### src/rtl/vga_pkg.sv
// rtl/vga_pkg.sv - default 800x480@60 timing constants and delay-line payload type
package vga_pkg;

  localparam int DEF_H_ACTIVE = 800;
  localparam int DEF_H_FP     = 40;
  localparam int DEF_H_SYNC   = 48;
  localparam int DEF_H_BP     = 88;
  localparam int DEF_V_ACTIVE = 480;
  localparam int DEF_V_FP     = 13;
  localparam int DEF_V_SYNC   = 3;
  localparam int DEF_V_BP     = 32;
  localparam int MAX_TOTAL    = 2048;

  // Sync fields are "active" flags; panel polarity is applied at the output register.
  typedef struct packed {
    logic hsync;
    logic vsync;
    logic de;
  } vga_ctl_t;

  function automatic int vga_total(input int active, input int fp, input int sync, input int bp);
    return active + fp + sync + bp;
  endfunction

endpackage

### src/rtl/vga_delay_line.sv
// rtl/vga_delay_line.sv - parameterised shift register with async active-low clear
module vga_delay_line #(
  parameter int WIDTH = 3,
  parameter int DEPTH = 2
) (
  input  logic             clk,
  input  logic             reset_n,
  input  logic [WIDTH-1:0] din,
  output logic [WIDTH-1:0] dout
);

  generate
    if (DEPTH == 0) begin : g_wire
      assign dout = din;
    end else begin : g_shift
      logic [WIDTH-1:0] stage [DEPTH];

      always_ff @(posedge clk or negedge reset_n) begin
        if (!reset_n) begin
          for (int i = 0; i < DEPTH; i++) stage[i] <= '0;
        end else begin
          stage[0] <= din;
          for (int i = 1; i < DEPTH; i++) stage[i] <= stage[i-1];
        end
      end

      assign dout = stage[DEPTH-1];
    end
  endgenerate

endmodule

### src/rtl/vga_timing.sv
// rtl/vga_timing.sv - raster counters, latency-matched sync/de and blanked RGB panel output
module vga_timing
  import vga_pkg::*;
#(
  parameter int H_ACTIVE      = DEF_H_ACTIVE,
  parameter int H_FP          = DEF_H_FP,
  parameter int H_SYNC        = DEF_H_SYNC,
  parameter int H_BP          = DEF_H_BP,
  parameter int V_ACTIVE      = DEF_V_ACTIVE,
  parameter int V_FP          = DEF_V_FP,
  parameter int V_SYNC        = DEF_V_SYNC,
  parameter int V_BP          = DEF_V_BP,
  parameter bit H_SYNC_POL    = 1'b0,
  parameter bit V_SYNC_POL    = 1'b0,
  parameter int PIXEL_LATENCY = 2
) (
  input  logic        clk,
  input  logic        reset_n,
  input  logic [23:0] pixel_in,
  output logic [10:0] vga_h,
  output logic [10:0] vga_v,
  output logic        frame_start,
  output logic [7:0]  frame_count,
  output logic        hsync,
  output logic        vsync,
  output logic        de,
  output logic [23:0] rgb
);

  localparam int H_TOTAL = vga_total(H_ACTIVE, H_FP, H_SYNC, H_BP);
  localparam int V_TOTAL = vga_total(V_ACTIVE, V_FP, V_SYNC, V_BP);

  generate
    if (H_TOTAL > MAX_TOTAL || V_TOTAL > MAX_TOTAL) begin : g_bad_timing
      $error("vga_timing: H_TOTAL/V_TOTAL exceed the 11-bit counter range");
    end
  endgenerate

  localparam logic [10:0] H_LAST   = 11'(H_TOTAL - 1);
  localparam logic [10:0] V_LAST   = 11'(V_TOTAL - 1);
  // 12-bit bounds so a region ending exactly at 2048 does not wrap to 0.
  localparam logic [11:0] H_ACT_E  = 12'(H_ACTIVE);
  localparam logic [11:0] HS_START = 12'(H_ACTIVE + H_FP);
  localparam logic [11:0] HS_END   = 12'(H_ACTIVE + H_FP + H_SYNC);
  localparam logic [11:0] V_ACT_E  = 12'(V_ACTIVE);
  localparam logic [11:0] VS_START = 12'(V_ACTIVE + V_FP);
  localparam logic [11:0] VS_END   = 12'(V_ACTIVE + V_FP + V_SYNC);

  logic     sync_q1;
  logic     run;
  vga_ctl_t raw_ctl;
  vga_ctl_t dly_ctl;
  logic [11:0] h_ext;
  logic [11:0] v_ext;

  always_ff @(posedge clk or negedge reset_n) begin
    if (!reset_n) begin
      sync_q1 <= 1'b0;
      run     <= 1'b0;
    end else begin
      sync_q1 <= 1'b1;
      run     <= sync_q1;
    end
  end

  always_ff @(posedge clk or negedge reset_n) begin
    if (!reset_n) begin
      vga_h       <= '0;
      vga_v       <= '0;
      frame_count <= '0;
    end else if (run) begin
      if (vga_h == H_LAST) begin
        vga_h <= '0;
        if (vga_v == V_LAST) begin
          vga_v       <= '0;
          frame_count <= frame_count + 8'd1;
        end else begin
          vga_v <= vga_v + 11'd1;
        end
      end else begin
        vga_h <= vga_h + 11'd1;
      end
    end
  end

  assign frame_start = (vga_h == 11'd0) && (vga_v == 11'd0);

  assign h_ext = {1'b0, vga_h};
  assign v_ext = {1'b0, vga_v};

  // Held inactive until the synchroniser releases, so nothing leaks out while counters sit at (0,0).
  assign raw_ctl.hsync = run && (h_ext >= HS_START) && (h_ext < HS_END);
  assign raw_ctl.vsync = run && (v_ext >= VS_START) && (v_ext < VS_END);
  assign raw_ctl.de    = run && (h_ext < H_ACT_E) && (v_ext < V_ACT_E);

  vga_delay_line #(
    .WIDTH ($bits(vga_ctl_t)),
    .DEPTH (PIXEL_LATENCY)
  ) u_delay (
    .clk     (clk),
    .reset_n (reset_n),
    .din     (raw_ctl),
    .dout    (dly_ctl)
  );

  always_ff @(posedge clk or negedge reset_n) begin
    if (!reset_n) begin
      hsync <= ~H_SYNC_POL;
      vsync <= ~V_SYNC_POL;
      de    <= 1'b0;
      rgb   <= '0;
    end else begin
      hsync <= dly_ctl.hsync ? H_SYNC_POL : ~H_SYNC_POL;
      vsync <= dly_ctl.vsync ? V_SYNC_POL : ~V_SYNC_POL;
      de    <= dly_ctl.de;
      rgb   <= dly_ctl.de ? pixel_in : 24'h0;
    end
  end

endmodule

### config.mk
export PLATFORM = sky130hd
export DESIGN_NAME = vga_timing
export DESIGN_NICKNAME = d
export VERILOG_FILES = /design/src/rtl/vga_pkg.sv /design/src/rtl/vga_delay_line.sv /design/src/rtl/vga_timing.sv
export SDC_FILE = /design/constraint.sdc
export NUM_CORES = 1
export LEC_CHECK = 0
export CAP_MARGIN = 10
export CORE_MARGIN = 2
export CORE_UTILIZATION = 50
export DETAILED_ROUTE_END_ITERATION = 7
export HOLD_SLACK_MARGIN = 0.15
export PLACE_DENSITY_LB_ADDON = 0.25
export SLEW_MARGIN = 0
export SYNTH_ARGS = -nofsm -noshare
export SYNTH_HDL_FRONTEND = slang
export SYNTH_SLANG_ARGS = --single-unit
### constraint.sdc
create_clock -name clk -period 3.7 [get_ports clk]
set_input_delay 0.555 -clock clk [delete_from_list [all_inputs] [get_ports clk]]
set_output_delay 0.555 -clock clk [all_outputs]
set_load 0.1 [all_outputs]
==> impl_metrics.json, run 1 <==
{
  "status": "complete, no violations",
  "cp.arrival_ps": 2050,
  "p_per_area_nw_per_um2": 511,
  "final_antenna_net_count": 0,
  "dp_hpwl_um": 4100,
  "setup.worst_path.start_class": "flop",
  "crit_start": "vga_v[4]$_DFFE_PN0P_",
  "yosys.area.top_type": "dfrtp_1",
  "final_net_count": 347,
  "fin_util_pct": 73.2,
  "start_util_pct": 52.0,
  "ys_ff_latch": 65,
  "die-area_um2": 5950,
  "yosys_warnings": 0,
  "placeableCoreArea_um2": 5140,
  "yosys-top-cells-count": "dfrtp_1, and2_1, nand2_1, xor2_1, nor3_1",
  "cts-buffers-inserted": 9,
  "clk_latency_ps": 340,
  "p_leak_nw": 1.70,
  "grt_pass1_wl_um": 10000,
  "viasPerCell": 5.19,
  "cts-root-buf": "clkbuf_8",
  "grt_remaining_overflow": 0,
  "r2r-start": "vga_h[7]$_DFFE_PN0P_",
  "crit_buf_inv": 1,
  "cts_tree": "built",
  "fp-row-count": 26,
  "ios": 84,
  "htreeDepth": 3,
  "rsz0062_at_grt": "no",
  "clk_path_buf_depth": 2,
  "worst_setup_path_end_kind": "output pin",
  "diodes": 0,
  "synth_top_flop_cell": "dfrtp_1",
  "syn_nets": 259,
  "hp-class": "in -> async",
  "ctsResizeCount": 0,
  "worst-r2r-cell-count": 4,
  "drc": 0,
  "fin_crit_ps": 2610,
  "final_hold_viol_count": 0,
  "setup_violations": 0,
  "dieWidth_um": 77.1,
  "synthArstFlopShare_pct": 100,
  "fmax_ghz": 0.384,
  "synth.most_common_cell": "dfrtp_1",
  "r2r_slack_ps": 1350,
  "ir_worst_vdd_mv": 0.528,
  "cp_num_cells": 1,
  "path_cells": "clkdlybuf4s50_1",
  "endpoint": "vga_v[4]",
  "firstDrtPassIters": 4,
  "dieHeight_um": 77.1,
  "synth-seq-area-share_pct": 60.9,
  "crit_fanout": 9,
  "grt_max_degree": 35,
  "syn_inst": 227,
  "gp_congestion": 0.821,
  "tns_ps": 0,
  "critPathRequiredTime_ps": 3140,
  "worstReg2RegEnd": "frame_count[1]$_DFFE_PN0P_",
  "cap_viol_max_count": 0,
  "track_usage_pct": 21.9,
  "synth_area_leaders": "dfrtp_1, and2_1, xor2_1",
  "post_drt_wl_per_cell_um": 15.2,
  "critPathTopFamily": "buffers and inverters",
  "worst_slew_pin_slew_ps": 995,
  "clk_pin_slew_ps": 80,
  "drive_above_1_share_pct": 9.69,
  "total_power_mw": 1.92,
  "grt_pass1_vias": 1969,
  "synth_top_area_share_pct": 59.0,
  "clock_skew_ps": 12.5,
  "crit_type": "reg -> out",
  "critPathSlowestCell": "clkdlybuf4s50_1",
  "post-route-period-util_pct": 70.5,
  "cts_hold_buffers": 0,
  "drt_iter0_markers": 81,
  "finalMaxSlewViolations": 0,
  "netlist_area_um2": 2670,
  "syn_area_per_cell_um2": 11.8,
  "timing.slew.headroom_pct": 33.1,
  "hold_ws_ps": 264,
  "cts.sinks": 65,
  "synth_edf_count": 0,
  "synth_cell_types": 37,
  "cts_setup_buffers": 0,
  "antenna_found_initial": 0,
  "routed_wl_um": 5940,
  "cp_slowest_stage_delay_ps": 1200,
  "num_vias": 2026,
  "io_buffers": 83,
  "synthToLayoutAreaGrowth_pct": 40.8
}
final cells by class:
cell class / instances / area, um^2
tap: 70 / 87.6
sequential: 65 / 1630
fill: 384 / 1380
clock inverter: 7 / 71.3
inverter: 8 / 30.0
timing repair buffer: 84 / 831
clock buffer: 9 / 124
multi-input combinational: 147 / 991
cell usage in the layout (no fill, tap or decap), types with 4 or more instances in the layout:
| master | n |
|---|---|
| nand3_1 | 9 |
| xor2_1 | 17 |
| o21ai_0 | 7 |
| clkdlybuf4s50_1 | 81 |
| xnor2_1 | 4 |
| nand4_1 | 8 |
| and2_1 | 24 |
| nor3_1 | 13 |
| inv_1 | 8 |
| ha_1 | 6 |
| nor4_1 | 5 |
| dfrtp_1 | 63 |
| nand2_1 | 17 |
| clkbuf_8 | 9 |
| nor2_1 | 8 |
layer usage:
metal / part of all wire [%] / track usage [%]
met5: 0 / 0
met2: 51 / 33.7
met1: 42 / 28.7
met3: 5.8 / 4.71
met4: 1.8 / 12.5
where the power goes:
group / internal [mW] / switching, mW / total (mW) / leakage [nW]
logic: 0.133 / 0.392 / 0.525 / 0.750
registers: 0.752 / 0.0551 / 0.807 / 0.854
clock network: 0.309 / 0.280 / 0.589 / 0.0912
total: 1.19 / 0.728 / 1.92 / 1.70
registers in the layout, indices dropped and copies added (netlist names), 3 cells and up:
name and count:
frame_count 8, vga_h 11, u_delay.g_shift.stage 3, u_delay.dout 3
rgb 24, vga_v 11
cells by family (layout without fill, tap and decap cells):
group                      count (synthesis)  after routing  synth area share [%]
AOI/OAI and AO/OA                         11             11                  2.20
xor gates and xnor gates                  21             21                  6.88
adders and majority gates                  6              6                  2.81
buffers and inverters                     15            108                  2.43
DFF                                       65             65                  60.9
muxes                                      2              2                 0.795
other                                      1              1                 0.140
and+or+nand+nor                          106            106                  23.8
stage by stage:
step / area (um^2) / instances / setup slack (ps)
floorplan: 2680 / 227 / 488
detailed placement: 3570 / 374 / 1370
global route: 3760 / 390 / 1010
finish: 3760 / 390 / 1090
global placement: 3570 / 374 / 1440
CTS: 3760 / 390 / 1090
how the worst min path moves through the flow:
stage	cells past startpoint	to	from
finish	1	rgb[12]$_DFF_PN0_	reset_n
global route	1	rgb[12]$_DFF_PN0_	reset_n
CTS	1	sync_q1$_DFF_PN0_	reset_n
detailed placement	0	run$_DFF_PN0_	sync_q1$_DFF_PN0_
global placement	0	u_delay.dout[0]$_DFF_PN0_	u_delay.g_shift.stage[3]$_DFF_PN0_
floorplan	0	de$_DFF_PN0_	reset_n
(Power assumes the default switching activity.)
==> run 2, diff against run 1 <==
--- a/config.mk
+++ b/config.mk
@@ -7,7 +7,7 @@
 export LEC_CHECK = 0
 export CAP_MARGIN = 10
 export CORE_MARGIN = 2
-export CORE_UTILIZATION = 50
+export CORE_UTILIZATION = 46
 export DETAILED_ROUTE_END_ITERATION = 7
 export HOLD_SLACK_MARGIN = 0.15
 export PLACE_DENSITY_LB_ADDON = 0.25
==> constraint.sdc (replaced) <==
create_clock -name clk -period 2.75 [get_ports clk]
set_input_delay 0.4125 -clock clk [delete_from_list [all_inputs] [get_ports clk]]
set_output_delay 0.4125 -clock clk [all_outputs]
set_load 0.1 [all_outputs]
==> impl_metrics.json, run 2 (synthesized netlist as in run 1, its figures left out) <==
{
  "ir_worst_vdd_mv": 0.750,
  "top_register": "rgb",
  "status": "complete, no violations",
  "path_cells": "inv_1 > ha_1 > nor4b_1 > nand4_1 > nor3_4 > buf_12",
  "total_power_mw": 2.56,
  "hp-class": "in -> async",
  "ctsResizeCount": 0,
  "cts_tree": "built",
  "worst_setup_path_end_kind": "output pin",
  "placeableCoreArea_um2": 5570,
  "clock_skew_ps": 5.68,
  "final_cell_mix": "dfrtp_1, buf_4, and2_1, clkdlybuf4s50_1",
  "cts_hold_buffers": 0,
  "grt_pass1_vias": 1970,
  "r2r-start": "vga_h[5]$_DFFE_PN0P_",
  "cts_setup_buffers": 0,
  "cp_num_cells": 6,
  "clk_latency_ps": 320,
  "rsz0062_at_grt": "no",
  "reg_top3": "rgb x24, vga_h x11, vga_v x11",
  "final_net_count": 349,
  "routed_wl_um": 5610,
  "timing.slew.headroom_pct": 45.6,
  "io_buffers": 83,
  "num_vias": 1990,
  "firstDrtPassIters": 4,
  "worstReg2RegEnd": "frame_count[1]$_DFFE_PN0P_",
  "critPathSlowestCell": "dfrtp_1",
  "critPathRequiredTime_ps": 2340,
  "clk_pin_slew_ps": 70,
  "worst_slew_pin_slew_ps": 808,
  "cp.arrival_ps": 1950,
  "track_usage_pct": 19.0,
  "cp_slowest_stage_delay_ps": 460,
  "synthToLayoutAreaGrowth_pct": 36.4,
  "tns_ps": 0,
  "r2r_slack_ps": 400,
  "start_util_pct": 48.0,
  "antenna_found_initial": 0,
  "cts.sinks": 65,
  "post-route-period-util_pct": 85.9,
  "final_common_cell": "dfrtp_1",
  "setup_violations": 0,
  "largest_register_ffs": 24,
  "cts-root-buf": "clkbuf_8",
  "fp-row-count": 27,
  "drc": 0,
  "dieWidth_um": 80.2,
  "crit_fanout": 7,
  "die-area_um2": 6440,
  "drt_iter0_markers": 73,
  "multi_input_area_um2": 991,
  "clk_path_buf_depth": 2,
  "post_drt_wl_per_cell_um": 14.2,
  "crit_type": "reg -> out",
  "worst-r2r-cell-count": 4,
  "crit_buf_inv": 2,
  "dieHeight_um": 80.2,
  "finalMaxSlewViolations": 0,
  "final_hold_viol_count": 0,
  "setup.worst_path.start_class": "flop",
  "viasPerCell": 5.05,
  "htreeDepth": 3,
  "fin_crit_ps": 2360,
  "dp_hpwl_um": 3850,
  "ff_latch_area_um2": 1630,
  "cts-buffers-inserted": 9,
  "p_per_area_nw_per_um2": 701,
  "ios": 84,
  "cap_viol_max_count": 0,
  "grt_max_degree": 66,
  "p_leak_nw": 1.81,
  "diodes": 0,
  "fmax_ghz": 0.423,
  "drive_above_1_share_pct": 27.0,
  "grt_remaining_overflow": 0,
  "gp_congestion": 0.816,
  "final_antenna_net_count": 0,
  "critPathTopFamily": "simple AND/OR/NAND/NOR gates",
  "fill_cells": 432,
  "grt_pass1_wl_um": 9380
}
-- run 2: cell types whose count changed in the layout (fill, tap and decap cells not counted), moves of 2 or more --
cell	previous run	this run
clkinvlp_4	3	0
clkbuf_1	0	2
buf_4	2	60
clkdlybuf4s50_1	81	24
-- run 2: worst max path at each step --
stage                          from                          to  slack [ps]
2_1_floorplan  vga_v[0]$_DFFE_PN0P_  frame_count[1]$_DFFE_PN0P_          30
3_3_place_gp   vga_v[7]$_DFFE_PN0P_  frame_count[1]$_DFFE_PN0P_         500
3_5_place_dp   vga_h[4]$_DFFE_PN0P_  frame_count[1]$_DFFE_PN0P_         420
4_1_cts        vga_v[0]$_DFFE_PN0P_                 frame_start         380
5_1_grt        vga_v[0]$_DFFE_PN0P_                 frame_start         230
6_report       vga_v[0]$_DFFE_PN0P_                 frame_start         390
-- run 2: final cells by class --
type | instances | share of cell area [%]
clock buffers | 12 | 3.98
inverters | 8 | 0.824
multi-input cells | 147 | 27.2
clock inverters | 4 | 1.24
flip-flops and latches | 65 | 44.7
well taps | 72 | 2.47
repair buffers | 86 | 19.6
-- run 2: per-stage QoR --
stage / cells / hold WS, ps / worst slack, ps / cell area [um^2] / util, %
floorplan: 227 / 117 / 28.8 / 2690 / -
global placement: 378 / 333 / 501 / 3460 / 62.0
detailed placement: 378 / 335 / 419 / 3460 / 62.0
CTS: 394 / 285 / 375 / 3650 / 65.4
global route: 394 / 336 / 234 / 3650 / 65.4
finish: 394 / 250 / 388 / 3650 / 65.4
-- run 2: worst register-to-register path, cell delays in order, from the launching register on --
cell and delay [ps]:
dfrtp_1 450, nand4bb_1 280, or4_1 860, nor2_2 290
mux2_2 350
-- run 2: metal layers --
layer | vias up | global-route usage [%] | part of all wire (%)
met4 | 0 | 7.97 | 1.7
met1 | 975 | 25.6 | 45
met5 | - | 0 | 0
met3 | 9 | 3.82 | 5.4
li1 | 953 | - | -
met2 | 53 | 30.0 | 48
-- run 2: where the power goes --
part	internal (mW)	total, mW	switching (mW)
logic	0.170	0.698	0.528
registers	1.01	1.09	0.0731
clock network	0.440	0.775	0.335
